File: src/rtl/gf_mw_adder_ctrl_if.sv
// gf_mw_adder_ctrl_if: start/result handshake bundle for the
// multi-word integer / GF(2) adder controller.
interface gf_mw_adder_ctrl_if #(
  parameter int DATA_WIDTH = 32,
  parameter int NUM_WORDS  = 4
);
  localparam int W = DATA_WIDTH * NUM_WORDS;

  logic         start_valid;
  logic         start_ready;
  logic         gf_option_in;
  logic [W-1:0] a_in;
  logic [W-1:0] b_in;
  logic         result_valid;
  logic         result_ready;
  logic [W-1:0] sum_out;
  logic         co_out;
  logic         busy;

  modport master (
    output start_valid, gf_option_in, a_in, b_in,
    output result_ready,
    input  start_ready, result_valid, sum_out,
    input  co_out, busy
  );

  modport slave (
    input  start_valid, gf_option_in, a_in, b_in,
    input  result_ready,
    output start_ready, result_valid, sum_out,
    output co_out, busy
  );
endinterface

File: src/rtl/gf_mw_adder_ctrl.sv
// gf_mw_adder_ctrl: wide integer / GF(2) add on one shared
// word adder, LSW first, with an INC pass for carried-in words.
module gf_mw_adder_ctrl #(
  parameter int DATA_WIDTH = 32,
  parameter int NUM_WORDS  = 4
) (
  input logic               clk,
  input logic               rst,
  gf_mw_adder_ctrl_if.slave bus
);
  localparam int IW = (NUM_WORDS > 1) ? $clog2(NUM_WORDS) : 1;

  typedef logic [NUM_WORDS-1:0][DATA_WIDTH-1:0] words_t;
  typedef enum logic [1:0] {IDLE, ADD, INC, DONE} state_t;

  state_t          state_q, state_d;
  words_t          a_q, a_d;
  words_t          b_q, b_d;
  words_t          sum_q, sum_d;
  logic            gf_q, gf_d;
  logic            co_q, co_d;
  logic            carry_q, carry_d;
  logic            co1_q, co1_d;
  logic [IW-1:0]   idx_q, idx_d;
  logic [DATA_WIDTH-1:0] tmp_q, tmp_d;

  logic [DATA_WIDTH-1:0] add_a, add_b, add_s;
  logic                  add_gf, add_co;
  logic                  carry_nx, adv, last;

  assign last = (idx_q == IW'(NUM_WORDS - 1));

  // INC reuses the adder as tmp + 1 in integer mode
  always_comb begin
    add_a  = a_q[idx_q];
    add_b  = b_q[idx_q];
    add_gf = gf_q;
    if (state_q == INC) begin
      add_a  = tmp_q;
      add_b  = DATA_WIDTH'(1);
      add_gf = 1'b0;
    end
  end

  always_comb begin
    {add_co, add_s} = {1'b0, add_a} + {1'b0, add_b};
    if (add_gf) begin
      add_s  = add_a ^ add_b;
      add_co = 1'b0;
    end
  end

  always_comb begin
    state_d  = state_q;
    a_d      = a_q;
    b_d      = b_q;
    sum_d    = sum_q;
    gf_d     = gf_q;
    co_d     = co_q;
    carry_d  = carry_q;
    co1_d    = co1_q;
    idx_d    = idx_q;
    tmp_d    = tmp_q;
    carry_nx = 1'b0;
    adv      = 1'b0;
    unique case (state_q)
      IDLE: begin
        if (bus.start_valid) begin
          a_d     = bus.a_in;
          b_d     = bus.b_in;
          gf_d    = bus.gf_option_in;
          sum_d   = '0;
          co_d    = 1'b0;
          idx_d   = '0;
          carry_d = 1'b0;
          state_d = ADD;
        end
      end
      ADD: begin
        if (!gf_q && carry_q) begin
          tmp_d   = add_s;
          co1_d   = add_co;
          state_d = INC;
        end else begin
          sum_d[idx_q] = add_s;
          carry_nx     = add_co;
          adv          = 1'b1;
        end
      end
      INC: begin
        sum_d[idx_q] = add_s;
        carry_nx     = co1_q | add_co;
        adv          = 1'b1;
      end
      DONE: begin
        if (bus.result_ready) state_d = IDLE;
      end
      default: state_d = IDLE;
    endcase
    if (adv) begin
      carry_d = carry_nx;
      if (last) begin
        co_d    = carry_nx;
        state_d = DONE;
      end else begin
        idx_d   = idx_q + 1'b1;
        state_d = ADD;
      end
    end
  end

  always_ff @(posedge clk) begin
    if (rst) begin
      state_q <= IDLE;
      a_q     <= '0;
      b_q     <= '0;
      sum_q   <= '0;
      gf_q    <= 1'b0;
      co_q    <= 1'b0;
      carry_q <= 1'b0;
      co1_q   <= 1'b0;
      idx_q   <= '0;
      tmp_q   <= '0;
    end else begin
      state_q <= state_d;
      a_q     <= a_d;
      b_q     <= b_d;
      sum_q   <= sum_d;
      gf_q    <= gf_d;
      co_q    <= co_d;
      carry_q <= carry_d;
      co1_q   <= co1_d;
      idx_q   <= idx_d;
      tmp_q   <= tmp_d;
    end
  end

  assign bus.start_ready  = (state_q == IDLE);
  assign bus.result_valid = (state_q == DONE);
  assign bus.busy         = (state_q != IDLE);
  assign bus.sum_out      = sum_q;
  assign bus.co_out       = co_q;
endmodule

File: src/flat_wrapper.sv
// flat-port wrapper written by rule: the top's interface ports become plain ports
module gf_mw_adder_ctrl_flat 
#(
  parameter int DATA_WIDTH = 32,
  parameter int NUM_WORDS  = 4
)
  (clk, rst, bus_start_valid, bus_gf_option_in, bus_a_in, bus_b_in, bus_result_ready, bus_start_ready, bus_result_valid, bus_sum_out, bus_co_out, bus_busy);
  gf_mw_adder_ctrl_if #(.DATA_WIDTH(DATA_WIDTH), .NUM_WORDS(NUM_WORDS)) bus_i ();
  input logic clk;
  input logic rst;
  input wire logic [$bits(bus_i.start_valid)-1:0] bus_start_valid;
  input wire logic [$bits(bus_i.gf_option_in)-1:0] bus_gf_option_in;
  input wire logic [$bits(bus_i.a_in)-1:0] bus_a_in;
  input wire logic [$bits(bus_i.b_in)-1:0] bus_b_in;
  input wire logic [$bits(bus_i.result_ready)-1:0] bus_result_ready;
  output wire logic [$bits(bus_i.start_ready)-1:0] bus_start_ready;
  output wire logic [$bits(bus_i.result_valid)-1:0] bus_result_valid;
  output wire logic [$bits(bus_i.sum_out)-1:0] bus_sum_out;
  output wire logic [$bits(bus_i.co_out)-1:0] bus_co_out;
  output wire logic [$bits(bus_i.busy)-1:0] bus_busy;
  assign bus_i.start_valid = bus_start_valid;
  assign bus_i.gf_option_in = bus_gf_option_in;
  assign bus_i.a_in = bus_a_in;
  assign bus_i.b_in = bus_b_in;
  assign bus_i.result_ready = bus_result_ready;
  assign bus_start_ready = bus_i.start_ready;
  assign bus_result_valid = bus_i.result_valid;
  assign bus_sum_out = bus_i.sum_out;
  assign bus_co_out = bus_i.co_out;
  assign bus_busy = bus_i.busy;
  gf_mw_adder_ctrl #(.DATA_WIDTH(DATA_WIDTH), .NUM_WORDS(NUM_WORDS)) u_core (.clk(clk), .rst(rst), .bus(bus_i));
endmodule
File: config.mk
export PLATFORM = sky130hd
export DESIGN_NAME = gf_mw_adder_ctrl_flat
export DESIGN_NICKNAME = d
export VERILOG_FILES = /design/src/rtl/gf_mw_adder_ctrl_if.sv /design/src/rtl/gf_mw_adder_ctrl.sv /design/src/flat_wrapper.sv
export SDC_FILE = /design/constraint.sdc
export NUM_CORES = 1
export LEC_CHECK = 0
export BUFFER_PORTS_ARGS = -buffer_cell sky130_fd_sc_hd__buf_2
export CAP_MARGIN = 0
export CORE_ASPECT_RATIO = 0.6
export CORE_MARGIN = 5
export CORE_UTILIZATION = 50
export CTS_CLUSTER_DIAMETER = 100
export CTS_CLUSTER_SIZE = 20
export DETAILED_ROUTE_END_ITERATION = 7
export PLACE_DENSITY = 0.74
export RECOVER_POWER = 50
export SLEW_MARGIN = 20
export SYNTH_ARGS = -nofsm -noshare
export SYNTH_HDL_FRONTEND = slang
export SYNTH_SLANG_ARGS = --single-unit
File: constraint.sdc
create_clock -name clk -period 5.4 [get_ports clk]
set_input_delay 0.54 -clock clk [delete_from_list [all_inputs] [get_ports clk]]
set_output_delay 0.54 -clock clk [all_outputs]
set_load 0.02 [all_outputs]
Word-level counts from Yosys, hierarchy flattened
Cells that the tools add are included.
{"block": "word_totals", "inputBits": 261, "ff_bits": 424, "out_inout_bits": 132, "word_cells": 84}
{"block": "classes", "order_cmp": 2, "n_bitwise": 2, "eq_ne": 9, "mux": 36, "addsub": 2, "n_reduce_logical": 14}
{"operator": "case mux 128 bit (3 select lines)", "count": 1}
{"operator": "2-to-1 mux 128 bit", "count": 2}
{"operator": "2-to-1 mux 32 bit", "count": 6}
{"operator": "binary-select mux 32 bit (select 2 bit)", "count": 2}
{"operator": "bitwise mux 128 bit", "count": 1}
{"operator": "demux 32 bit (select 2 bit)", "count": 1}
{"operator": "adder 32 x 32 -> 33 bit", "count": 1}
{"operator": "bitwise XOR 32 bit", "count": 1}
{"operator": "2-to-1 mux 2 bit", "count": 9}
{"operator": "2-to-1 mux 1 bit", "count": 11}
{"operator": "equality test 2 bit, second input constant", "count": 3}
{"operator": "inequality test 3 x 2 -> 1 bit, second input constant", "count": 2}
{"operator": "case mux 2 bit (3 select lines)", "count": 1}
{"operator": "AND reduction 2 bit", "count": 3}
{"operator": "nonzero test 2 bit", "count": 3}
{"operator": "inequality test 2 bit, second input constant", "count": 2}
{"operator": "case mux 1 bit (2 select lines)", "count": 2}
{"operator": "AND reduction 4 bit", "count": 1}
{"operator": "nonzero test 4 bit", "count": 1}
{"operator": "less-than comparator 2 x 3 -> 1 bit, second input constant", "count": 1}
{"operator": "inequality test 3 x 1 -> 1 bit, second input constant", "count": 1}
{"operator": "AND reduction 3 bit", "count": 1}
{"operator": "nonzero test 3 bit", "count": 1}
{"operator": "adder 2 x 1 -> 2 bit, second input constant", "count": 1}
{"operator": "other kinds (6)", "count": 7}

Longest topological paths before layout
{"block": "depth", "word_depth": 9, "depth_mapped": 16, "ltp_nobuf": 14}

Least setup slack after synthesis
Ideal clock, no wire load.
{"block": "synth_timing", "path_kind": "register to register", "from": "register u_core.idx_q[0]", "to": "register u_core.sum_q (netlist bit u_core.bus.sum_out[27])", "arrival_time_ps": 3800, "required_ps": 5283, "stages_incl_launch_ff": 14, "setup_time_ps": 117, "synth_period_minus_slack_ps": 3917, "n_path_buf": 2, "slack_ps": 1483, "path_cell_list": "dfxtp_1 > clkbuf_1 > clkbuf_1 > mux4_2 > mux2_2 > ha_1 > and3_4 > and4_1 > o21a_4 > o21ai_4 > nand2_2 > or4_1 > and3_4 > a22o_1"}
{"block": "synth_via", "elab_chain_cells": 8, "elab_cells_between_ends": 17, "cone_classes": "add/sub: 1; order compare: 2; mux: 12; bitwise: 1; reduce/logical: 1"}
{"element": "start, declared", "line_no": "gf_mw_adder_ctrl.sv:24", "source": "logic [IW-1:0] idx_q, idx_d;"}
{"element": "start signal, assigned", "line_no": "gf_mw_adder_ctrl.sv:133", "source": "idx_q <= idx_d;"}
{"element": "binary-select mux 32 bit (select 2 bit) (on tied branches)", "line_no": "gf_mw_adder_ctrl.sv:35, gf_mw_adder_ctrl.sv:36"}
{"element": "2-to-1 mux 32 bit (on tied branches)", "line_no": "gf_mw_adder_ctrl.sv:35, gf_mw_adder_ctrl.sv:36"}
{"element": "2-to-1 mux 32 bit", "line_no": "gf_mw_adder_ctrl.sv:38", "source": "if (state_q == INC) begin"}
{"element": "adder 32 x 32 -> 33 bit or bitwise XOR 32 bit (tied branches)", "line_no": "gf_mw_adder_ctrl.sv:46, gf_mw_adder_ctrl.sv:48"}
{"element": "2-to-1 mux 32 bit", "line_no": "gf_mw_adder_ctrl.sv:47", "source": "if (add_gf) begin"}
{"element": "bitwise mux 128 bit *", "line_no": "gf_mw_adder_ctrl.sv:85, gf_mw_adder_ctrl.sv:91"}
{"element": "2-to-1 mux 128 bit", "line_no": "gf_mw_adder_ctrl.sv:80", "source": "if (!gf_q && carry_q) begin"}
{"element": "case mux 128 bit (3 select lines) *", "line_no": "gf_mw_adder_ctrl.sv:66", "source": "unique case (state_q)"}
{"element": "end signal, assigned", "line_no": "gf_mw_adder_ctrl.sv:128", "source": "sum_q <= sum_d;"}
{"element": "end, declared", "line_no": "gf_mw_adder_ctrl.sv:19", "source": "words_t sum_q, sum_d;"}
Mark *: on every way between the ends. The rest lies on a longest branch, timed or not. The select of a mux whose other input is x is not followed.
A chain may end at the register's enable or synchronous reset.

Worst setup path after layout
{"block": "layout_timing", "from": "register u_core.state_q[0]", "to": "register u_core.tmp_q[31]"}
{"block": "layout_via", "elab_chain_cells": 4, "elab_cells_between_ends": 9, "cone_classes": "add/sub: 1; eq/ne: 2; mux: 4; bitwise: 1; reduce/logical: 1"}
{"element": "start, declared", "line_no": "gf_mw_adder_ctrl.sv:16", "source": "state_t state_q, state_d;"}
{"element": "start signal, assigned", "line_no": "gf_mw_adder_ctrl.sv:125", "source": "state_q <= state_d;"}
{"element": "equality test 2 bit", "line_no": "gf_mw_adder_ctrl.sv:38"}
{"element": "2-to-1 mux 32 bit", "line_no": "gf_mw_adder_ctrl.sv:38"}
{"element": "adder 32 x 32 -> 33 bit or bitwise XOR 32 bit (tied branches)", "line_no": "gf_mw_adder_ctrl.sv:46, gf_mw_adder_ctrl.sv:48"}
{"element": "2-to-1 mux 32 bit", "line_no": "gf_mw_adder_ctrl.sv:47"}
{"element": "end signal, assigned", "line_no": "gf_mw_adder_ctrl.sv:134", "source": "tmp_q <= tmp_d;"}
{"element": "end, declared", "line_no": "gf_mw_adder_ctrl.sv:25", "source": "logic [DATA_WIDTH-1:0] tmp_q, tmp_d;"}
Several ways; a longest one is shown, not always the timed one.

==> flow_summary_export.csv <==
group,metric,value,unit
status,outcome,"complete, but fails checks",
status,failed_checks,"max-capacitance violations, max-slew violations",
finish,nFillCells,3481,
finish,antenna_cells,0,
worst_setup_path,slowest_delay,0.92,ns
global_routing,grt_max_degree,196,
worst_setup_path,worst-r2r-cell-count,14,
detailed_routing,drtAntennaViolNets,0,
clock_network,cts.clk_slew.worst_paths,0.09,ns
die,rows,55,
pwr,finalPower,9.77,mW
finish,drive_gt1_share,17.8,%
worst_setup_path,path_depth,14,
sta,finalCriticalPeriod,4.85,ns
synthesis,netlist_instances,2217,
synthesis,synth_edf_count,0,
worst_setup_path,critPathKind,"register to register",
clock_network,cts_tree,"built",
clock_network,cts_buffer_depth,3,
worst_setup_path,critical_path_buf_inv_count,3,
detailed_routing,dr.pass1.iters,5,
sta,timing.final.crit_share,89.8,%
synthesis,post_synth_main_area_contributors,"dfxtp_1, nand2_1, a21oi_1, mux4_2, ha_1",
clock_network,postCtsSetupBuffers,0,
finish,synthToLayoutAreaGrowth,13.9,%
global_routing,met1_usage,40.7,%
worst_setup_path,cp_slowest_cell,"ha_1",
sta,skew,0.0268,ns
die,die_width,261,um
global_routing,track_usage,28.0,%
die,io_pins,393,
sta,fin_hold_ws,0.200,ns
worst_setup_path,path_cells,"inv_1 > ha_1 > buf_4 > buf_4 > nor2b_1 > ha_1 > and2_1 > a21oi_1 > o211ai_1 > o21ai_1 > a21oi_1 > a41oi_1 > xnor2_1 > a22o_1",
clock_network,ctsResizeCount,0,
detailed_routing,dr_total_vias,17200,
pwr,p_leak,8.30,nW
clock_network,htreeDepth,1,
sta,slew_violations,92,
min_path,min_path_type,"input port to register",
sta,finalHoldViolations,0,
die,die_area,41900,um^2
flow_run,cap_violations,1,
global_routing,grtUsageMet2,43.3,%
synthesis,yosys.area.top_type,"dfxtp_1",
finish,final_core_util,57.4,%
worst_setup_path,critPathMaxFanout,25,
global_routing,grt_overflow_total,0,
clock_network,cts-buffers-inserted,25,
detailed_routing,finalWirelength,61600,um
worst_setup_path,critPathRequiredTime,5.91,ns
synthesis,syn-cell-area,18900,um^2
sta,rsz0062_at_grt,"no",
placed_design,place_congestion,0.928,
die,die_h,161,um
placed_design,pre_cts_ws,0.760,ns
global_routing,grt_pass1_wl,93700,um
placed_design,dp_hpwl,45400,um
die,start_util,50.4,%
worst_setup_path,cp_top_family,"adder cells",
sta,slew_headroom,-115,%
worst_setup_path,cp.arrival,5.35,ns
sta,setup_tns,0,ns
min_path,holdPathStages,3,
global_routing,grt_pass1_vias,16500,
synthesis,yosysWarningCount,0,
clock_network,clkLatencyLatePin,0.57,ns
global_routing,met3_usage,5.36,%
detailed_routing,drt-initial-drc-count,1581,
synthesis,ys.flop_type,"dfxtp_1",
clock_network,ctsHoldBuffers,0,
worst_setup_path,worst_setup_path_start_kind,"register",
clock_network,cts.sinks,424,
sta,fin_ws,0.553,ns
sta,finalSetupViolations,0,
global_routing,antenna_found_initial,3,
synthesis,synth_top_area_share,44.9,%
die,placeableCoreArea,37500,um^2
synthesis,async_flop_share,0,%
synthesis,synth-seq-cells,424,
global_routing,grt-busiest-layer,"met2",
placed_design,port-buffer-count,392,
synthesis,avgSynthCellArea,8.52,um^2
synthesis,syn_nets,2519,
sta,tightest_slew,3.22,ns
finish,fin_nets,2784,
worst_setup_path,endpoint_kind,"register",
sta,timing.fmax,206,MHz
synthesis,synth-seq-area-share,44.9,%
detailed_routing,via_per_inst,5.75,
pwr,powerDensity,454,nW/um^2
pwr,vdd_drop_max,0.373,mV
detailed_routing,post_drt_wl_per_cell,20.6,um
worst_setup_path,rrSetupSlack,0.55,ns
clock_network,cts_root_buf,"clkbuf_16",
synthesis,synth.distinct_cells,79,
detailed_routing,drc,0,
registers in the layout, summed over array words and instances (netlist names):
signal	flops
u_core.a_q	128
u_core.b_q	128
u_core.bus.co_out	1
u_core.bus.sum_out	128
u_core.carry_q	1
u_core.co1_q	1
u_core.gf_q	1
u_core.idx_q	2
u_core.state_q	2
u_core.tmp_q	32
per-stage QoR:
stage,instance area (um^2),instances
CTS,21700,2996
floorplan,18900,2217
global route,21500,2996
global placement,21000,2968
detailed placement,21000,2968
finish,21500,2996
cell usage after synthesis (3+ instances only):
cell type,n
a211oi_1,17
a21o_1,13
a21oi_1,309
a21oi_2,3
a22o_1,30
a22oi_1,50
a31oi_1,7
a32oi_1,8
and2_1,5
and3_1,3
and3_4,3
buf_1,15
buf_2,26
clkbuf_1,130
dfxtp_1,424
ha_1,40
inv_1,21
mux2_2,31
mux2i_1,5
mux4_2,63
nand2_1,607
nand2b_1,4
nand3_1,12
nand4_1,12
nor2_1,128
nor2b_1,39
nor3_1,21
nor3_2,5
o211ai_1,7
o21a_1,5
o21ai_0,44
o21ai_1,31
o21bai_1,5
o22ai_1,8
o31ai_1,6
o31ai_2,3
or3_1,3
xnor2_1,11
xor2_1,13
power breakdown:
group | internal (mW) | leakage, nW | switching, mW
sequential | 3.59 | 3.46 | 0.347
combinational | 1.29 | 4.53 | 2.66
clock | 0.838 | 0.321 | 1.05
total | 5.72 | 8.30 | 4.06
area by class of cell:
type | instances | area, um^2 | share of cell area [%]
Timing Repair Buffer | 410 | 1980 | 9.22
Sequential cell | 424 | 8500 | 39.5
Multi-Input combinational cell | 1600 | 9660 | 44.9
Inverter | 21 | 78.8 | 0.366
Tap cell | 513 | 642 | 2.98
Clock buffer | 26 | 629 | 2.93
Clock inverter | 2 | 25.0 | 0.116
kinds of logic after synthesis:
| logic type | Yosys count | share of synthesized area, % |
|---|---|---|
| XOR/XNOR | 26 | 1.28 |
| buffers and inverters | 193 | 4.05 |
| adder cells (fa/ha/maj) | 41 | 2.76 |
| flip-flops | 424 | 44.9 |
| AND/OR/NAND/NOR | 864 | 19.1 |
| multiplexers | 99 | 9.62 |
| AO/OA/AOI/OAI | 570 | 18.3 |
routing by layer:
metal | routed length [um] | up-vias
met3 | 4880 | 94
met2 | 27600 | 644
li1 | - | 8155
met4 | 1630 | 4
met5 | 24 | -
met1 | 27500 | 8342
path summary, 6_finish.rpt:
check | startpoint | to
min | bus_b_in[95] | u_core.b_q[95]
min reg2reg | u_core.bus.sum_out[16] | u_core.bus.sum_out[16]
max reg2reg | u_core.state_q[0] | u_core.tmp_q[31]
max | u_core.state_q[0] | u_core.tmp_q[31]
placed cells by master, fill, tap and decap left out, types with 6 or more instances in the layout:
master and n:
inv_1 21, buf_4 14, clkbuf_1 133, clkbuf_16 25, o21ai_0 44, o211ai_1 7, dfxtp_1 422, nand4_1 12
a211oi_1 17, xor2_1 13, o31ai_1 6, mux4_2 63, a22o_1 30, xnor2_1 11, ha_1 40, a21o_1 13
nor2b_1 35, a22oi_1 50, mux2_2 31, a21oi_1 309, nor2_1 128, buf_2 259, a32oi_1 8, a31oi_1 7
nor3_1 21, nand2_1 606, nand3_1 12, o21ai_1 31, o22ai_1 8
worst min-delay path: stages:
cell     delay (ns)
buf_2          0.10
nand2_1        0.04
a21oi_1        0.05
No activity file was read; power rests on OpenSTA's default activity.
